**src/rtl/decod_pkg.sv**
```systemverilog
// Shared types and constants for the 4-to-16 decoder strobe path.
// Line names follow the decoder output declaration order: bit0 = f ... bit15 = u.
package decod_pkg;

    localparam int NUM_LINES = 16;
    localparam int IDX_W     = 4;

    typedef logic [NUM_LINES-1:0] sel_t;
    typedef logic [IDX_W-1:0]     idx_t;

    localparam idx_t LINE_F = 4'd0;
    localparam idx_t LINE_G = 4'd1;
    localparam idx_t LINE_H = 4'd2;
    localparam idx_t LINE_I = 4'd3;
    localparam idx_t LINE_J = 4'd4;
    localparam idx_t LINE_K = 4'd5;
    localparam idx_t LINE_L = 4'd6;
    localparam idx_t LINE_M = 4'd7;
    localparam idx_t LINE_N = 4'd8;
    localparam idx_t LINE_O = 4'd9;
    localparam idx_t LINE_P = 4'd10;
    localparam idx_t LINE_Q = 4'd11;
    localparam idx_t LINE_R = 4'd12;
    localparam idx_t LINE_S = 4'd13;
    localparam idx_t LINE_T = 4'd14;
    localparam idx_t LINE_U = 4'd15;

endpackage

```
**src/rtl/onehot_enc16.sv**
```systemverilog
// Combinational legality check and encoder for 16 one-hot strobe lines.
// Ports:
//   sel       - strobe lines
//   idx       - position of the set bit (meaningful only when is_onehot)
//   is_zero   - no line set
//   is_onehot - exactly one line set
//   is_multi  - two or more lines set
module onehot_enc16
    import decod_pkg::*;
(
    input  sel_t       sel,
    output idx_t       idx,
    output logic       is_zero,
    output logic       is_onehot,
    output logic       is_multi
);

    logic seen;
    logic multi;

    // Track "any bit seen" and "a second bit seen" instead of a full popcount.
    always_comb begin
        idx   = '0;
        seen  = 1'b0;
        multi = 1'b0;
        for (int i = 0; i < NUM_LINES; i++) begin
            if (sel[i]) begin
                if (seen) begin
                    multi = 1'b1;
                end
                seen = 1'b1;
                idx  = idx_t'(i);
            end
        end
    end

    assign is_zero   = !seen;
    assign is_multi  = multi;
    assign is_onehot = seen && !multi;

endmodule

```
**src/rtl/decod_strobe_fifo.sv**
```systemverilog
// Checks decoder strobes for one-hot legality, encodes legal strobes into an
// index and queues them in a small FIFO drained by a valid/ready consumer.
// Multi-hot patterns and overflow drops raise sticky flags and are counted.
// Ports:
//   clk, rst_n           - clock, synchronous active-low reset
//   sel_i                - decoder strobes (bit0 = f ... bit15 = u)
//   clear_i              - clears sticky flags and counters
//   out_valid/out_ready  - head handshake
//   out_idx              - head event index
//   level                - occupancy 0..DEPTH
//   err_multi, err_ovf   - sticky error flags
//   multi_cnt, drop_cnt  - saturating error counters
module decod_strobe_fifo
    import decod_pkg::*;
#(
    parameter int DEPTH = 4,
    parameter int CNT_W = 8
) (
    input  logic                     clk,
    input  logic                     rst_n,
    input  sel_t                     sel_i,
    input  logic                     clear_i,
    output logic                     out_valid,
    input  logic                     out_ready,
    output idx_t                     out_idx,
    output logic [$clog2(DEPTH):0]   level,
    output logic                     err_multi,
    output logic                     err_ovf,
    output logic [CNT_W-1:0]         multi_cnt,
    output logic [CNT_W-1:0]         drop_cnt
);

    localparam int AW = $clog2(DEPTH);
    localparam int LW = AW + 1;

    function automatic logic [CNT_W-1:0] sat_inc(input logic [CNT_W-1:0] v);
        return (&v) ? v : v + 1'b1;
    endfunction

    idx_t          enc_idx;
    logic          is_zero;
    logic          is_onehot;
    logic          is_multi;

    idx_t          mem [DEPTH];
    logic [AW-1:0] wr_ptr;
    logic [AW-1:0] rd_ptr;

    logic          full;
    logic          pop;
    logic          push;
    logic          drop;

    onehot_enc16 u_enc (
        .sel       (sel_i),
        .idx       (enc_idx),
        .is_zero   (is_zero),
        .is_onehot (is_onehot),
        .is_multi  (is_multi)
    );

    assign out_valid = (level != '0);
    assign full      = (level == LW'(DEPTH));
    assign pop       = out_valid && out_ready;
    // A full FIFO still accepts when the head leaves in the same cycle.
    assign push      = is_onehot && (!full || pop);
    assign drop      = is_onehot && full && !pop;

    // Gate the head with out_valid so an empty FIFO presents index 0.
    assign out_idx   = out_valid ? mem[rd_ptr] : '0;

    // Storage carries no reset; validity comes from level alone.
    always_ff @(posedge clk) begin
        if (push) begin
            mem[wr_ptr] <= enc_idx;
        end
    end

    always_ff @(posedge clk) begin
        if (!rst_n) begin
            wr_ptr <= '0;
            rd_ptr <= '0;
            level  <= '0;
        end else begin
            if (push) begin
                wr_ptr <= wr_ptr + 1'b1;
            end
            if (pop) begin
                rd_ptr <= rd_ptr + 1'b1;
            end
            if (push && !pop) begin
                level <= level + 1'b1;
            end else if (pop && !push) begin
                level <= level - 1'b1;
            end
        end
    end

    // Clear takes precedence over an error arriving in the same cycle.
    always_ff @(posedge clk) begin
        if (!rst_n) begin
            err_multi <= 1'b0;
            err_ovf   <= 1'b0;
            multi_cnt <= '0;
            drop_cnt  <= '0;
        end else if (clear_i) begin
            err_multi <= 1'b0;
            err_ovf   <= 1'b0;
            multi_cnt <= '0;
            drop_cnt  <= '0;
        end else begin
            if (is_multi) begin
                err_multi <= 1'b1;
                multi_cnt <= sat_inc(multi_cnt);
            end
            if (drop) begin
                err_ovf  <= 1'b1;
                drop_cnt <= sat_inc(drop_cnt);
            end
        end
    end

endmodule

```
**config.mk**
```make
export PLATFORM = sky130hd
export DESIGN_NAME = decod_strobe_fifo
export DESIGN_NICKNAME = d
export VERILOG_FILES = /design/src/rtl/decod_pkg.sv /design/src/rtl/onehot_enc16.sv /design/src/rtl/decod_strobe_fifo.sv
export SDC_FILE = /design/constraint.sdc
export NUM_CORES = 1
export LEC_CHECK = 0
export ABC_CLOCK_PERIOD_IN_PS = 8700
export CAP_MARGIN = 20
export CORE_AREA = 2 2 51 89
export DETAILED_ROUTE_END_ITERATION = 10
export DIE_AREA = 0 0 53 91
export PLACE_DENSITY = 0.95
export SLEW_MARGIN = 25
export SYNTH_ARGS = -nofsm -noshare
export SYNTH_HDL_FRONTEND = slang
export SYNTH_HIERARCHICAL = 1
export SYNTH_SLANG_ARGS = --single-unit
export TNS_END_PERCENT = 5
```
**constraint.sdc**
```tcl
create_clock -name clk -period 8.7 [get_ports clk]
set_clock_uncertainty 0.2 [all_clocks]
set_input_delay 2.61 -clock clk [delete_from_list [all_inputs] [get_ports clk]]
set_output_delay 2.61 -clock clk [all_outputs]
set_load 0.02 [all_outputs]
```
# ---- Word-level counts from Yosys, hierarchy flattened
# Memory sizes are Yosys's and may differ from the RTL's. A register that Yosys moved wholly into a read port is not among the register bits.
# Index checks and enable logic that the tools add are counted.
dict set report totals {
  reg_bits 25
  ramBits 16
  input_bits 20
  output_inout_bits 26
  wordCells 105
  n_memories 1
}
dict set report classes {
  add_sub_neg 6
  n_eq_ne 1
  n_mux 68
  bitwise 3
  n_reduce_logical 19
}
# memory depth word_bits rd rd_clocked_by_memory_dff write_ports line
set mem_list {}
lappend mem_list {mem 4 4 1 1 1 decod_strobe_fifo.sv:45} ;# idx_t mem [DEPTH];
# op count
set op_table {}
lappend op_table {{2-to-1 mux 1 bit} 49}
lappend op_table {{2-to-1 mux 4 bit} 9}
lappend op_table {{2-to-1 mux 3 bit} 6}
lappend op_table {{adder 8 x 1 -> 8 bit, second input constant} 2}
lappend op_table {{AND reduction 8 bit} 2}
lappend op_table {{2-to-1 mux 2 bit} 4}
lappend op_table {{logical AND 1 bit} 7}
lappend op_table {{adder 2 x 1 -> 2 bit, second input constant} 2}
lappend op_table {{logical NOT 1 bit} 4}
lappend op_table {{AND reduction 2 bit} 2}
lappend op_table {{adder 3 x 1 -> 3 bit, second input constant} 1}
lappend op_table {{equality test 3 bit, second input constant} 1}
lappend op_table {{inverter 1 bit} 3}
lappend op_table {{nonzero test 3 bit} 1}
lappend op_table {{subtractor 3 x 1 -> 3 bit, second input constant} 1}
lappend op_table {{nonzero test 2 bit} 1}
lappend op_table {{OR reduction 2 bit} 1}
lappend op_table {{logical OR 1 bit} 1}

# ---- Depth between registers and ports, before layout
dict set report logic_depth {
  ltp_word 38
  mapped_depth 13
  depth_no_buf 12
}

# ---- By module
# The synthesis kept the hierarchy.
# mod n_inst cells_per_inst area_each_um2 seq_area_each_um2
set by_module_without_submodules {}
lappend by_module_without_submodules {decod_strobe_fifo 1 160 1873.0 1021.0}
lappend by_module_without_submodules {onehot_enc16 1 51 329.1 0.0}

# ---- Least setup slack after synthesis
# No wires, ideal clock.
dict set report synth_path {
  path_type {input -> register}
  from {input sel_i[2]}
  to {register level[2]}
  setup_ns 0.076
  arrival_time_ns 5.183
  t_required_ns 8.424
  slack_ns 3.242
  cell_stages 13
  n_path_buf 1
  path_cell_list {nor4_4 nand2_2 a221oi_2 nand3_1 nor2_1 and2b_2 clkbuf_1 ha_1 inv_1 fa_1 xor2_1 or3_1 a21boi_0}
}
dict set report synth_via {
  elab_chain_cells 33
  word_cells_on_any_way 49
  classes_between {42 x mux; 7 x reduce/logical}
}
# item line
set synth_rtl {}
lappend synth_rtl {{from (decl)} decod_strobe_fifo.sv:21} ;# input sel_t sel_i,
lappend synth_rtl {{2-to-1 mux 1 bit} onehot_enc16.sv:27} ;# if (sel[i]) begin
lappend synth_rtl {{2-to-1 mux 1 bit} onehot_enc16.sv:28} ;# if (seen) begin
lappend synth_rtl {{2-to-1 mux 1 bit} onehot_enc16.sv:27}
lappend synth_rtl {{2-to-1 mux 1 bit} onehot_enc16.sv:28}
lappend synth_rtl {{2-to-1 mux 1 bit} onehot_enc16.sv:27}
lappend synth_rtl {{2-to-1 mux 1 bit} onehot_enc16.sv:28}
lappend synth_rtl {{2-to-1 mux 1 bit} onehot_enc16.sv:27}
lappend synth_rtl {{2-to-1 mux 1 bit} onehot_enc16.sv:28}
lappend synth_rtl {{(+19 left out)} n/a}
lappend synth_rtl {{logical NOT 1 bit} onehot_enc16.sv:39} ;# assign is_onehot = seen && !multi;
lappend synth_rtl {{logical AND 1 bit *} onehot_enc16.sv:39}
lappend synth_rtl {{net is_onehot} decod_strobe_fifo.sv:42} ;# logic is_onehot;
lappend synth_rtl {{logical AND 1 bit *} decod_strobe_fifo.sv:66} ;# assign push = is_onehot && (!full || pop);
lappend synth_rtl {{net push} decod_strobe_fifo.sv:51} ;# logic push;
lappend synth_rtl {{logical NOT 1 bit} decod_strobe_fifo.sv:93} ;# end else if (pop && !push) begin
lappend synth_rtl {{logical AND 1 bit} decod_strobe_fifo.sv:93}
lappend synth_rtl {{nonzero test 2 bit (no line)} n/a}
lappend synth_rtl {{to (signal assigned)} decod_strobe_fifo.sv:92} ;# level <= level + 1'b1;
lappend synth_rtl {{to (signal assigned)} decod_strobe_fifo.sv:94} ;# level <= level - 1'b1;
lappend synth_rtl {{to (decl)} decod_strobe_fifo.sv:26} ;# output logic [$clog2(DEPTH):0] level,
# Mark *: on every way through the listed nets, which the timed path passes. The rest lies on a longest branch.
# A chain may end at the register's enable or synchronous reset.

# ---- Worst setup path after layout
dict set report layout_path {
  from {input sel_i[2]}
  to {register level[2]}
}
dict set report layout_via {
  elab_chain_cells 33
  word_cells_on_any_way 49
  classes_between {42 x mux; 7 x reduce/logical}
}
# item line
set layout_rtl {}
lappend layout_rtl {{2-to-1 mux 1 bit} onehot_enc16.sv:27}
lappend layout_rtl {{2-to-1 mux 1 bit} onehot_enc16.sv:28}
lappend layout_rtl {{2-to-1 mux 1 bit} onehot_enc16.sv:27}
lappend layout_rtl {{2-to-1 mux 1 bit} onehot_enc16.sv:28}
lappend layout_rtl {{2-to-1 mux 1 bit} onehot_enc16.sv:27}
lappend layout_rtl {{2-to-1 mux 1 bit} onehot_enc16.sv:28}
lappend layout_rtl {{2-to-1 mux 1 bit} onehot_enc16.sv:27}
lappend layout_rtl {{2-to-1 mux 1 bit} onehot_enc16.sv:28}
lappend layout_rtl {{(+18 left out)} n/a}
lappend layout_rtl {{2-to-1 mux 1 bit} onehot_enc16.sv:27}
lappend layout_rtl {{logical NOT 1 bit} onehot_enc16.sv:39}
lappend layout_rtl {{logical AND 1 bit *} onehot_enc16.sv:39}
lappend layout_rtl {{net is_onehot} decod_strobe_fifo.sv:42}
lappend layout_rtl {{logical AND 1 bit *} decod_strobe_fifo.sv:66}
lappend layout_rtl {{logical NOT 1 bit} decod_strobe_fifo.sv:93}
lappend layout_rtl {{logical AND 1 bit} decod_strobe_fifo.sv:93}
lappend layout_rtl {{nonzero test 2 bit (no line)} n/a}
# Marks and branches as above.

==> results.toml <==
[drt]
wl_per_cell_um = 14.56
via_count = 1771
dr.pass1.iters = 4
drt_wl_total_um = 4500
ant_nets = 0
wl_met2_um = 2581
wl_met1_um = 1687
routed.top_layer = "met4"
avgViaCountPerCell = 5.731
drt-initial-drc-count = 39
drc = 0
met3WireLength_um = 143

[power]
pwr_density_cell_nw_per_um2 = 195.5
static-leakage-power_nw = 0.9692
p_clk_frac = 0.252
intPower_w = 0.0003844
vdd_drop_max_uv = 149.7
swShare = 0.2970
p_sw_w = 0.0001624
seqPwrFrac = 0.440
combPwrFrac = 0.308

[placement]
numPortBuffers = 45
gp_congestion = 0.8767
dp_hpwl_um = 3414
dp_cells = 301

[finish]
antenna_cells = 0
mostFrequentLayoutCells = "45 x clkdlybuf4s50_1, 27 x dfxtp_1, 16 x nor2_1, 16 x edfxtp_1, 15 x a21oi_1"
fill_cells = 309
final_cells = 309
final_net_count = 287
final_common_cell = "clkdlybuf4s50_1"
drive_gt1_frac = 0.07692
area_growth_pct = 27.41

[sta]
final.period_utilization = 0.6781
period_needed_ns = 5.900
rsz0062_at_grt = "false"
hold_viol_final = 0
setup_tns_ns = 0
drv_slew = 0
relSlewSlack = 0.5392
setup_violations = 0
max_freq_ghz = 0.1695
worst_pin_slew_ns = 0.6823

[setup_path]
arrival_ns = 5.91
worstSetupPathType = "input pin to flop"
rr_worst_depth = 8
reg2reg_slack_ns = 6.04
critical_path.max_fanout = 7
r2r_start = "level[0]"
critPathLaunchType = "input pin"
end_kind = "flop"
crit_required_ns = 8.71
rr_endpoint = "level[2]"

[clock_network]
clockBufferDepth = 2
root_buffer = "clkbuf_8"
clk_pin_slew_ns = 0.08
numCtsBuffers = 5
post-cts-setup-buffer-count = 0
ctsResizeCount = 0
htreeDepth = 2
tritoncts = "built"
clkLatencyLatePin_ns = 0.29
cts.sinks = 43
postCtsHoldBufs = 0

[die]
die_area_sq_um = 4823
dieWidth_um = 53
rows = 31
ios = 46
initial_utilization = 0.5392
die_y_um = 91
core_region_area_sq_um = 4073

[min_path]
min_path_type = "flop to flop"
min_from = "err_multi"
holdPathEnd = "err_multi"
hold_path_depth = 2

[grt]
grt_max_degree = 15
grt_pass1_vias = 1748
grtUsageTotal = 0.2090
grt_remaining_overflow = 0
grt_pass1_wl_um = 7638
antenna_found_initial = 0

[status]
status = "finished, final reports clean"

[logic_synthesis]
netlist_instances = 210
synth_area_sq_um = 2196
syn_area_per_cell_sq_um = 10.46
synth_warnings = 6
synth.net_count = 238

[job]
drv_cap = 0
-- final cells by class --
class	count	area [sq um]	share of cell area
Multi-Input combinational cell	155	1130	0.4038
Sequential cell	43	1021	0.3649
Timing Repair Buffer	45	450.4	0.1610
Clock buffer	8	101.3	0.03623
Tap cell	49	61.31	0.02191
Inverter	9	33.78	0.01208
-- power groups by stage --
stage,Clock (W),Sequential (W),Combinational (W)
final,0.000138,0.000241,0.000169
after global routing,0.000146,0.000244,0.000182
after CTS,0.000141,0.000242,0.000170
after detailed placement,0,0.000246,0.000169
after global placement,0,0.000245,0.000165
after floorplan,0,0.000251,0.0000945
-- flip-flops by register name, summed over array words and instances (netlist names), named ones only --
signal / count
rd_ptr: 2
multi_cnt: 8
wr_ptr: 2
err_ovf: 1
drop_cnt: 8
mem: 16
err_multi: 1
level: 3
-- worst max-delay path by stage --
stage,from,end,slack [ns],depth (start not counted)
floorplan,sel_i[2],level[2],3.24,13
global placement,sel_i[3],level[2],2.74,13
detailed placement,sel_i[3],level[2],2.55,13
CTS,sel_i[3],level[2],2.82,13
global route,sel_i[2],level[2],2.53,13
finish,sel_i[2],level[2],2.80,13
-- per-stage QoR --
stage | setup WS (ns) | util | area [sq um] | power, W | hold WS (ns)
detailed placement | 2.550 | 0.6621 | 2696 | 0.0004150 | 0.2723
CTS | 2.816 | 0.6869 | 2798 | 0.0005520 | 0.2911
floorplan | 3.242 | - | 2196 | 0.0003451 | 0.3277
global route | 2.526 | 0.6869 | 2798 | 0.0005717 | 0.3252
global placement | 2.736 | 0.6621 | 2696 | 0.0004103 | 0.2549
finish | 2.800 | 0.6869 | 2798 | 0.0005469 | 0.2828
-- per-layer routing --
metal | GRT usage | vias up
li1 | - | 880
met1 | 0.2152 | 843
met2 | 0.3875 | 40
met3 | 0.04276 | 8
met4 | 0.08120 | 0
met5 | 0 | -
-- critical path: stages --
cell,delay [ns]
clkdlybuf4s50_1,0.50
nor4_4,0.39
nand2_2,0.12
a221oi_2,0.26
nand3_1,0.12
nor2_1,0.34
and2b_2,0.30
ha_1,0.21
inv_1,0.06
fa_1,0.37
xor2_1,0.15
or3_1,0.30
a21boi_0,0.18
(Power assumes the default switching activity.)
